**src/rtl/modexp_pkg.sv**
```systemverilog
// -----------------------------------------------------------------------------
// modexp_pkg
// Shared definitions for the modular-exponentiation sequencer:
//   - MonPro opcode constants issued on mp_op
//   - controller state encoding
//   - default exponent-memory geometry and the widths derived from it
//   - small helper for the saturating operation counter
// -----------------------------------------------------------------------------
package modexp_pkg;

  // Default exponent memory geometry: TOTAL_ADDR words of DATA_WIDTH bits.
  localparam int unsigned DEF_DATA_WIDTH = 32;
  localparam int unsigned DEF_TOTAL_ADDR = 128;

  // Word address width and bit-count width (bit count must hold the full
  // DATA_WIDTH*TOTAL_ADDR value, hence the +1).
  localparam int unsigned DEF_AW  = $clog2(DEF_TOTAL_ADDR);
  localparam int unsigned DEF_EBW = $clog2(DEF_DATA_WIDTH * DEF_TOTAL_ADDR) + 1;

  localparam int unsigned OP_W  = 3;
  localparam int unsigned CNT_W = 16;

  typedef logic [OP_W-1:0] op_t;

  // MonPro operation tags; the engine-side operand mux decodes these.
  localparam op_t OP_MONT_M   = 3'd0;  // Mbar   = MonPro(M, R2)
  localparam op_t OP_MONT_ONE = 3'd1;  // A      = MonPro(1, R2)
  localparam op_t OP_SQR      = 3'd2;  // A      = MonPro(A, A)
  localparam op_t OP_MUL      = 3'd3;  // A      = MonPro(A, Mbar)
  localparam op_t OP_FINAL    = 3'd4;  // result = MonPro(A, 1)
  // 5..7 are reserved and never issued.

  typedef enum logic [2:0] {
    S_IDLE  = 3'd0,
    S_ISSUE = 3'd1,
    S_WAIT  = 3'd2,
    S_FETCH = 3'd3,
    S_LOAD  = 3'd4,
    S_SCAN  = 3'd5,
    S_DONE  = 3'd6
  } state_t;

  // Counter increment that sticks at all-ones instead of wrapping.
  function automatic logic [CNT_W-1:0] sat_inc(input logic [CNT_W-1:0] v);
    if (v == {CNT_W{1'b1}}) begin
      return v;
    end
    return v + {{(CNT_W-1){1'b0}}, 1'b1};
  endfunction

endpackage

```
**src/rtl/modexp_ctrl_exp_bit_fetcher.sv**
```systemverilog
// -----------------------------------------------------------------------------
// exp_bit_fetcher
// Owns the exponent-word read cycle and the current-word register.
// The controller points it at a bit index; it drives the word read during
// FETCH, captures the returned word during LOAD, and hands back the selected
// exponent bit plus a flag saying the next decrement leaves the current word.
//
// Ports:
//   clk              clock
//   fetch_i          controller is in FETCH (issue the read this cycle)
//   load_i           controller is in LOAD (read data is valid this cycle)
//   bit_idx_i        current exponent bit index
//   exp_word_i       exponent memory read data (valid the cycle after exp_rd_o)
//   exp_rd_o         exponent word read strobe
//   exp_addr_o       exponent word address (word holding bit_idx_i)
//   bit_o            exponent bit at bit_idx_i within the held word
//   word_crossing_o  bit_idx_i sits at bit 0 of its word, so bit_idx_i-1
//                    lives in the next-lower word
// -----------------------------------------------------------------------------
module exp_bit_fetcher #(
  parameter int unsigned DATA_WIDTH = 32,
  parameter int unsigned AW         = 7,
  parameter int unsigned EBW        = 13
) (
  input  logic                  clk,
  input  logic                  fetch_i,
  input  logic                  load_i,
  input  logic [EBW-1:0]        bit_idx_i,
  input  logic [DATA_WIDTH-1:0] exp_word_i,
  output logic                  exp_rd_o,
  output logic [AW-1:0]         exp_addr_o,
  output logic                  bit_o,
  output logic                  word_crossing_o
);

  localparam int unsigned LDW = $clog2(DATA_WIDTH);

  logic [DATA_WIDTH-1:0] word_q, word_d;

  // The word register is pure data: it is always reloaded before use, so it
  // carries no reset.
  always_comb begin
    word_d = word_q;
    if (load_i) begin
      word_d = exp_word_i;
    end
  end

  always_ff @(posedge clk) begin
    word_q <= word_d;
  end

  assign exp_rd_o        = fetch_i;
  assign exp_addr_o      = bit_idx_i[LDW +: AW];
  assign bit_o           = word_q[bit_idx_i[LDW-1:0]];
  assign word_crossing_o = (bit_idx_i[LDW-1:0] == '0);

  // The top bit of the index only matters for the bit count, not addressing.
  logic unused_idx_bits;
  assign unused_idx_bits = ^bit_idx_i;

endmodule

```
**src/rtl/modexp_ctrl.sv**
```systemverilog
// -----------------------------------------------------------------------------
// modexp_ctrl
// Sequencer for left-to-right square-and-multiply modular exponentiation on a
// single shared Montgomery-product engine. It walks the exponent from bit
// nb-1 down to bit 0 and issues the MonPro operation list
//   MONT_M, MONT_ONE, { SQR [, MUL if bit=1] } per bit, FINAL
// over a start/done handshake. No multi-precision data passes through here.
//
// Ports:
//   clk        clock, rising edge
//   reset      synchronous active-high reset
//   start      exponentiation request, sampled only in IDLE
//   exp_nbits  exponent bit length, sampled with start (clamped to memory size)
//   exp_rd     exponent word read strobe
//   exp_addr   exponent word address
//   exp_word   exponent read data, valid the cycle after exp_rd
//   mp_start   one-cycle MonPro launch pulse
//   mp_op      MonPro opcode, stable from mp_start until mp_done
//   mp_done    one-cycle MonPro completion pulse
//   busy       high from the cycle after start is accepted until done
//   done       one-cycle pulse: result register holds M^E mod N
//   op_count   operations issued in the current/last run (saturating)
// -----------------------------------------------------------------------------
module modexp_ctrl
  import modexp_pkg::*;
#(
  parameter int unsigned DATA_WIDTH = DEF_DATA_WIDTH,
  parameter int unsigned TOTAL_ADDR = DEF_TOTAL_ADDR,
  parameter int unsigned AW         = DEF_AW,
  parameter int unsigned EBW        = DEF_EBW
) (
  input  logic                  clk,
  input  logic                  reset,
  input  logic                  start,
  input  logic [EBW-1:0]        exp_nbits,
  output logic                  exp_rd,
  output logic [AW-1:0]         exp_addr,
  input  logic [DATA_WIDTH-1:0] exp_word,
  output logic                  mp_start,
  output logic [OP_W-1:0]       mp_op,
  input  logic                  mp_done,
  output logic                  busy,
  output logic                  done,
  output logic [CNT_W-1:0]      op_count
);

  localparam logic [EBW-1:0] MAX_BITS = EBW'(DATA_WIDTH * TOTAL_ADDR);

  state_t           state_q, state_d;
  op_t              op_q, op_d;
  logic [EBW-1:0]   nb_q, nb_d;
  logic [EBW-1:0]   bit_idx_q, bit_idx_d;
  logic [CNT_W-1:0] op_count_q, op_count_d;

  logic [EBW-1:0]   nb_clamped;
  logic             cur_bit;
  logic             word_crossing;

  assign nb_clamped = (exp_nbits > MAX_BITS) ? MAX_BITS : exp_nbits;

  exp_bit_fetcher #(
    .DATA_WIDTH (DATA_WIDTH),
    .AW         (AW),
    .EBW        (EBW)
  ) u_fetch (
    .clk             (clk),
    .fetch_i         (state_q == S_FETCH),
    .load_i          (state_q == S_LOAD),
    .bit_idx_i       (bit_idx_q),
    .exp_word_i      (exp_word),
    .exp_rd_o        (exp_rd),
    .exp_addr_o      (exp_addr),
    .bit_o           (cur_bit),
    .word_crossing_o (word_crossing)
  );

  always_ff @(posedge clk) begin
    if (reset) begin
      state_q    <= S_IDLE;
      op_q       <= OP_MONT_M;
      nb_q       <= '0;
      bit_idx_q  <= '0;
      op_count_q <= '0;
    end else begin
      state_q    <= state_d;
      op_q       <= op_d;
      nb_q       <= nb_d;
      bit_idx_q  <= bit_idx_d;
      op_count_q <= op_count_d;
    end
  end

  always_comb begin
    state_d    = state_q;
    op_d       = op_q;
    nb_d       = nb_q;
    bit_idx_d  = bit_idx_q;
    op_count_d = op_count_q;

    case (state_q)
      S_IDLE: begin
        if (start) begin
          nb_d       = nb_clamped;
          // nb=0 never scans, so the index value is irrelevant there.
          bit_idx_d  = (nb_clamped == '0) ? '0 : (nb_clamped - EBW'(1));
          op_count_d = '0;
          op_d       = OP_MONT_M;
          state_d    = S_ISSUE;
        end
      end

      S_ISSUE: begin
        op_count_d = sat_inc(op_count_q);
        state_d    = S_WAIT;
      end

      // mp_done is only honoured here; a stray pulse elsewhere has no effect.
      S_WAIT: begin
        if (mp_done) begin
          case (op_q)
            OP_MONT_M: begin
              op_d    = OP_MONT_ONE;
              state_d = S_ISSUE;
            end
            OP_MONT_ONE: begin
              if (nb_q == '0) begin
                op_d    = OP_FINAL;
                state_d = S_ISSUE;
              end else begin
                // First word of the exponent has not been read yet.
                state_d = S_FETCH;
              end
            end
            OP_SQR: begin
              if (cur_bit) begin
                op_d    = OP_MUL;
                state_d = S_ISSUE;
              end else begin
                state_d = S_SCAN;
              end
            end
            OP_MUL:   state_d = S_SCAN;
            OP_FINAL: state_d = S_DONE;
            default:  state_d = S_IDLE;
          endcase
        end
      end

      S_SCAN: begin
        if (bit_idx_q == '0) begin
          op_d    = OP_FINAL;
          state_d = S_ISSUE;
        end else begin
          bit_idx_d = bit_idx_q - EBW'(1);
          // Leaving bit 0 of the held word: the next bit needs a fresh word.
          if (word_crossing) begin
            state_d = S_FETCH;
          end else begin
            op_d    = OP_SQR;
            state_d = S_ISSUE;
          end
        end
      end

      S_FETCH: state_d = S_LOAD;

      S_LOAD: begin
        op_d    = OP_SQR;
        state_d = S_ISSUE;
      end

      S_DONE:  state_d = S_IDLE;

      default: state_d = S_IDLE;
    endcase
  end

  assign mp_start = (state_q == S_ISSUE);
  assign mp_op    = op_q;
  assign busy     = (state_q != S_IDLE) && (state_q != S_DONE);
  assign done     = (state_q == S_DONE);
  assign op_count = op_count_q;

endmodule

```
**config.mk**
```make
export PLATFORM = sky130hd
export DESIGN_NAME = modexp_ctrl
export DESIGN_NICKNAME = d
export VERILOG_FILES = /design/src/rtl/modexp_pkg.sv /design/src/rtl/modexp_ctrl_exp_bit_fetcher.sv /design/src/rtl/modexp_ctrl.sv
export SDC_FILE = /design/constraint.sdc
export NUM_CORES = 1
export LEC_CHECK = 0
export ABC_CLOCK_PERIOD_IN_PS = 4460
export BUFFER_PORTS_ARGS = -buffer_cell sky130_fd_sc_hd__buf_2
export CAP_MARGIN = 20
export CORE_MARGIN = 4
export CORE_UTILIZATION = 50
export CTS_CLUSTER_DIAMETER = 200
export DETAILED_ROUTE_END_ITERATION = 10
export HOLD_SLACK_MARGIN = 0.1
export PLACE_DENSITY = 0.79
export SETUP_SLACK_MARGIN = 0.5
export SYNTH_ARGS = -nofsm -noshare
export SYNTH_HDL_FRONTEND = slang
export SYNTH_HIERARCHICAL = 1
export SYNTH_SLANG_ARGS = --single-unit
```
**constraint.sdc**
```tcl
create_clock -name clk -period 4.46 [get_ports clk]
set_clock_uncertainty 0.15 [all_clocks]
set_input_delay 0.446 -clock clk [delete_from_list [all_inputs] [get_ports clk]]
set_output_delay 0.446 -clock clk [all_outputs]
set_load 0.1 [all_outputs]
```
Word-level counts from Yosys, hierarchy flattened
Index checks and enable logic that the tools add are counted.

Logic and storage cells: 75. Bits in read-only memories: 0. Register bits after elaboration: 80. RAM bits: 0. Memories kept: 0. Output and inout bits: 30. Bits in latches: 0.

Reduce and logical (&&, ||, !) cells: 16. Bitwise gates (word level): 0. Multiply operators: 0. Add/subtract/negate cells: 3. Equality and inequality tests: 20. Mux-type cells: 28. Divide/modulo/power cells: 0. Shifts and indexed selects: 0. Magnitude comparators: 2.

Operator list (count): $mux W13 (4); $logic_not A13 Y1 (3); $mux W16 (2); $pmux W16 S2 (1); $mux W3 (9); $pmux W13 S2 (1); $sub A13 B1 Y13 const B (2); $pmux W3 S6 (1); $add A16 B1 Y16 const B (1); $eq A16 B16 Y1 const B (1); $ne A3 B3 Y1 const B (5); $pmux W3 S5 (1); $gt A13 B13 Y1 const B (1); $eq A3 B2 Y1 const B (4); $eq A3 B3 Y1 const B (4); $pmux W3 S4 (1); $pmux W3 S3 (1); $reduce_and A7 Y1 (1); $eq A3 B1 Y1 const B (2); $logic_not A3 Y1 (2); $lt A5 B6 Y1 const B (1); $mux W2 (3); $ne A2 B2 Y1 const B (3); $reduce_and A3 Y1 (2); other kinds (9) (13).

Longest topological paths before layout
Depth after elaboration: 6. Gate-level depth with buffers: 11. Depth with buffers taken out: 9.

Hierarchy
The synthesis kept the hierarchy.

Modules (own cells, without submodules): modexp_ctrl (instances 1, cells an instance 362, area each 2856.5 µm²); exp_bit_fetcher (instances 1, cells an instance 81, area each 1351.3 µm²).

Worst setup path after synthesis
OpenSTA, ideal clock, no wires.

Path type: reg2reg. Start point: reg state_q[0]. End point: reg op_count_q[0], in the netlist op_count[0]. Setup time: 0.071 ns. Cell stages (with the launch flop): 6. Setup slack: 0.744 ns. Arrival: 3.496 ns. Buffers on the path: 1. Required time: 4.239 ns. Cell sequence: dfxtp_1 > clkbuf_1 > inv_1 > nor3_1 > or3b_2 > a21oi_1.

Cells in the longest elaborated chain, start to end: 3.

RTL lines: from (decl) (RTL line modexp_ctrl.sv:49) `state_t state_q, state_d;`; from (signal assigned) (RTL line modexp_ctrl.sv:85) `state_q <= state_d;`; $eq A3 B1 Y1 (*); net mp_start (RTL line modexp_ctrl.sv:39) `output logic mp_start,`; $ne A3 B3 Y1 (no line) / $reduce_bool A2 Y1 (equally long branches); $reduce_and A3 Y1 (no line); to (signal assigned) (RTL line modexp_ctrl.sv:89) `op_count_q <= op_count_d;`; to (decl) (RTL line modexp_ctrl.sv:53) `logic [CNT_W-1:0] op_count_q, op_count_d;`.

The timed path passes the listed nets; every way through them passes the cells marked *. A chain may end at the register's enable or synchronous reset.

Worst setup path after layout
Start point: reg bit_idx_q[0]. End point: reg op_q[0], in the netlist mp_op[0].

Cells in the longest elaborated chain, start to end: 4.

RTL lines: from (decl) (RTL line modexp_ctrl.sv:52) `logic [EBW-1:0] bit_idx_q, bit_idx_d;`; from (signal assigned) (RTL line modexp_ctrl.sv:88) `bit_idx_q <= bit_idx_d;`; $bmux W1 S5 (RTL line modexp_ctrl_exp_bit_fetcher.sv:55) `assign bit_o = word_q[bit_idx_i[LDW-1:0]];`; $mux W1 (not written as such) (RTL line modexp_ctrl_exp_bit_fetcher.sv:55); net cur_bit (RTL line modexp_ctrl.sv:56) `logic cur_bit;`; $ne A3 B3 Y1 (no line); $reduce_and A7 Y1 (no line); to (signal assigned) (RTL line modexp_ctrl.sv:86) `op_q <= op_d;`; to (decl) (RTL line modexp_ctrl.sv:50) `op_t op_q, op_d;`.

The timed path passes the listed nets, and every way through them passes these cells. The select of a mux whose other input is x is not followed.

==> implementation parameters <==
Parameter                              Value

Critical path
  Kind of capture point of the worst setup path ... flop
  Required time of the critical path ... between 4 and 5 ns
  Origin of the worst setup path ... bit_idx_q[0]
  CP most frequent cell ... mux2i_1
  Worst setup path class ... flop to flop
  Crit-path max cell delay ... 0.96 ns
  Top fanout value on the critical path ... 20
  CP startpoint kind ... flop
  Cells along the critical path ... mux2i_1, a311oi_1, nand3_1, nand4_1, nand2b_1, a2111o_1, a222oi_1, mux2i_1, nor2_1
  Critical path data arrival time ... between 3 and 4 ns
  R2r startpoint ... bit_idx_q[0]
  Crit-path slowest cell ... dfxtp_1

Routing
  DRC violation total after the first TritonRoute iteration ... 288
  DRC violations left ... 0
  Via count normalized by instance count ... 5.93
  Routed len/inst ... 15.7 um
  Detailed-router iteration count before antenna repair ... 5
  Overall via count from detail_route ... approximately 3700
  Routed Wire Length ... between 9 and 10 mm
  Residual antenna-violating net count after detailed routing ... 0

Layout
  Number of inserted diodes ... 0
  Post-Layout Cell Count ... 619
  Post-layout nets ... roughly 560
  Fraction of final layout cells with drive strength greater than 1 ... 21.4%
  Fill cell instance count of the final layout ... 703
  P&R area growth vs syn ... 14.3%

Synth
  Yosys reg bits ... 80
  Cell taking the most area after synthesis ... dfxtp_1
  Area share of the largest cell type after synthesis ... between 20 and 25%
  Synth warnings ... 6
  Distinct cell type count after synthesis ... 61
  Post-Synthesis Net Count ... about 500
  Cell area after synthesis ... 4210 sq um
  Cell count after synthesis ... between 400 and 500
  Fraction of the yosys area taken by sequential cells ... between 40% and 50%
  Asr flop ratio synth ... 0%
  Cell types occupying the most area after synthesis ... dfxtp_1 (23%), edfxtp_1 (23%), mux2i_1 (4.0%)
  Mean post-synth cell area ... 9.50 sq um
  Primary FF master, synth ... dfxtp_1
  Number of enable-type register cells in the synthesized netlist ... 32

STA
  Top achievable clock speed ... between 300 and 400 MHz
  Unrepaired setup endpoints after global routing ... false
  Number of pins exceeding their max-slew limit in the final report ... 0
  Max-slew headroom at the worst pin ... 36.0%
  Total negative slack for setup checks ... 0 ns
  Final hold violation count ... 0
  Pin slew with the least headroom to its limit ... 0.958 ns
  Share of the clock period used by the worst path after layout ... around 74%
  Min cycle time layout ... around 3.3 ns
  Setup violations, final ... 0

Place
  HPWL Detailed ... about 7.1 mm
  Number of I/O port buffers ... 78
  Cell count after placement ... 600
  Placer Congestion ... approximately 0.9

Floorplanning
  Total I/O pin count ... 79
  Count of standard-cell rows ... 33
  Die ar. ... roughly 10000 sq um
  Vert. Die Dim ... approximately 100 um
  Initial core utilization ... a little over 50%
  Width of the die ... 99.7 um
  Core area ... approximately 8200 sq um

Global routing
  First-pass GRT wire length ... 15.9 mm
  Number of antenna violations at the first check in global routing ... 0
  GRT Overall Usage ... 19.7%
  Maximum number of pins on one net before global-route repair ... 33
  Overflow left after global routing ... 0
  Vias in the first global route ... between 3000 and 4000

Clocking
  Clock root buffer ... clkbuf_8
  Hold_buf cts ... 1
  Post-cts resize count ... 0
  Number of levels in the clock H-tree ... 3
  Setup bufs post-CTS ... 0
  CTS clock-pin slew for the worst setup and hold paths ... 0.08 ns
  Num CTS Buffers ... 9
  Clk sink count ... 80
  Maximum buffer depth of the clock tree ... 2
  TritonCTS clock tree ... built
  Later-pin clock latency in the skew report ... 0.35 ns

Pwr
  LEAKAGE ... approximately 1.7 nW
  PwrDens ... approximately 370 nW/um^2
  IR Drop Worst-Case VDD ... 247 uV

Min path
  Class of the tightest hold or removal check ... primary input to flop
  Min-delay src ... exp_word[12]

Job
  Number of max-capacitance violations reported ... 0

Status
  Outcome ... finished clean
-- path summary, 6_finish.rpt --
kind | to | slack [ns] | depth (start not counted)
min | u_fetch/word_q[12] | 0.12 | 1
max reg2reg | mp_op[0] | 1.15 | 9
max | mp_op[0] | 1.15 | 9
min reg2reg | nb_q[11] | 0.30 | 2
-- final cells by class --
cell class              count  area (sq um)  area share [%]
clock buffers               9           124            2.58
clock inverters             7          77.6            1.61
inverters                  14          52.6            1.09
multi-input cells         322          2070            43.1
flip-flops and latches     80          1920            40.0
well taps                 105           131            2.73
repair buffers             82           428            8.90
-- worst max-delay path: cells and delay by family (launching register included) --
kind | cells | cell delay (ns)
AOI/OAI and AO/OA | 3 | 1.29
DFF | 1 | 0.96
and+or+nand+nor | 4 | 0.34
muxes | 2 | 0.44
-- power by group --
part | internal [mW] | switching (mW) | leakage [nW]
registers | 0.789 | 0.0530 | 0.679
clock network | 0.263 | 0.275 | 0.0964
logic | 0.121 | 0.270 | 0.971
-- Yosys cell counts, drive strengths merged (4+ instances only) --
library cell,instances
nand4,11
nand2,22
nor2b,5
a31oi,6
or4,4
a22o,7
nor3,19
clkbuf,15
nor4,8
nand2b,4
a21oi,21
buf,12
mux2i,17
a311oi,4
inv,14
ha,4
a21o,5
o21ai,21
nor4b,5
dfxtp,48
nand3,29
nor2,44
xnor2,11
and3,4
edfxtp,32
a211oi,9
or3,8
a22oi,4
-- per-stage QoR --
| step | area [sq um] | worst slack (ns) | hold slack, ns | utilization [%] | total power, mW |
|---|---|---|---|---|---|
| floorplan | 4210 | 0.744 | 0.282 | - | 1.17 |
| global placement | 4580 | 1.31 | 0.293 | 55.7 | 1.24 |
| detailed placement | 4580 | 1.19 | 0.298 | 55.7 | 1.24 |
| CTS | 4790 | 1.17 | 0.101 | 58.3 | 1.78 |
| finish | 4810 | 1.15 | 0.115 | 58.5 | 1.77 |
| global route | 4810 | 0.846 | 0.100 | 58.5 | 1.85 |
-- per-layer routing --
metal / wire [um] / share of wire (%) / vias to the layer above / GRT usage (%)
li1: - / - / 1815 / -
met1: 4090 / 42 / 1707 / 25.0
met2: 4890 / 50 / 133 / 33.6
met3: 579 / 6.0 / 16 / 3.16
met4: 169 / 1.7 / 0 / 7.46
met5: 0 / 0 / - / 0
-- state kept, by name, summed over array words and instances, names as in the netlist --
name,count
mp_op,3
bit_idx_q,13
state_q,3
op_count,16
nb_q,13
u_fetch/word_q,32
-- cell usage in the layout (no fill, tap or decap), types with 5 or more instances in the layout --
master    Yosys  routed
buf_2         1      78
dfxtp_1      48      48
nor2_1       44      44
edfxtp_1     32      32
nand3_1      29      29
nand2_1      22      22
a21oi_1      21      21
o21ai_0      21      21
nor3_1       19      18
mux2i_1      17      17
inv_1        14      14
nand4_1      11      11
xnor2_1      11      11
a211oi_1      9       9
clkbuf_8      0       9
or3_1         8       8
nor4_1        7       7
a22o_1        7       7
a31oi_1       6       6
nor2b_1       5       5
-- kinds of logic after synthesis --
logic type / Yosys count / share of synthesized area [%]
AND/OR/NAND/NOR: 180 / 22.9
flip-flops: 80 / 45.7
XOR/XNOR: 13 / 2.71
multiplexers: 18 / 4.31
adder cells (fa/ha/maj): 4 / 1.19
buffers and inverters: 41 / 5.14
AO/OA/AOI/OAI: 107 / 18.1
No activity file was read; power rests on OpenSTA's default activity.
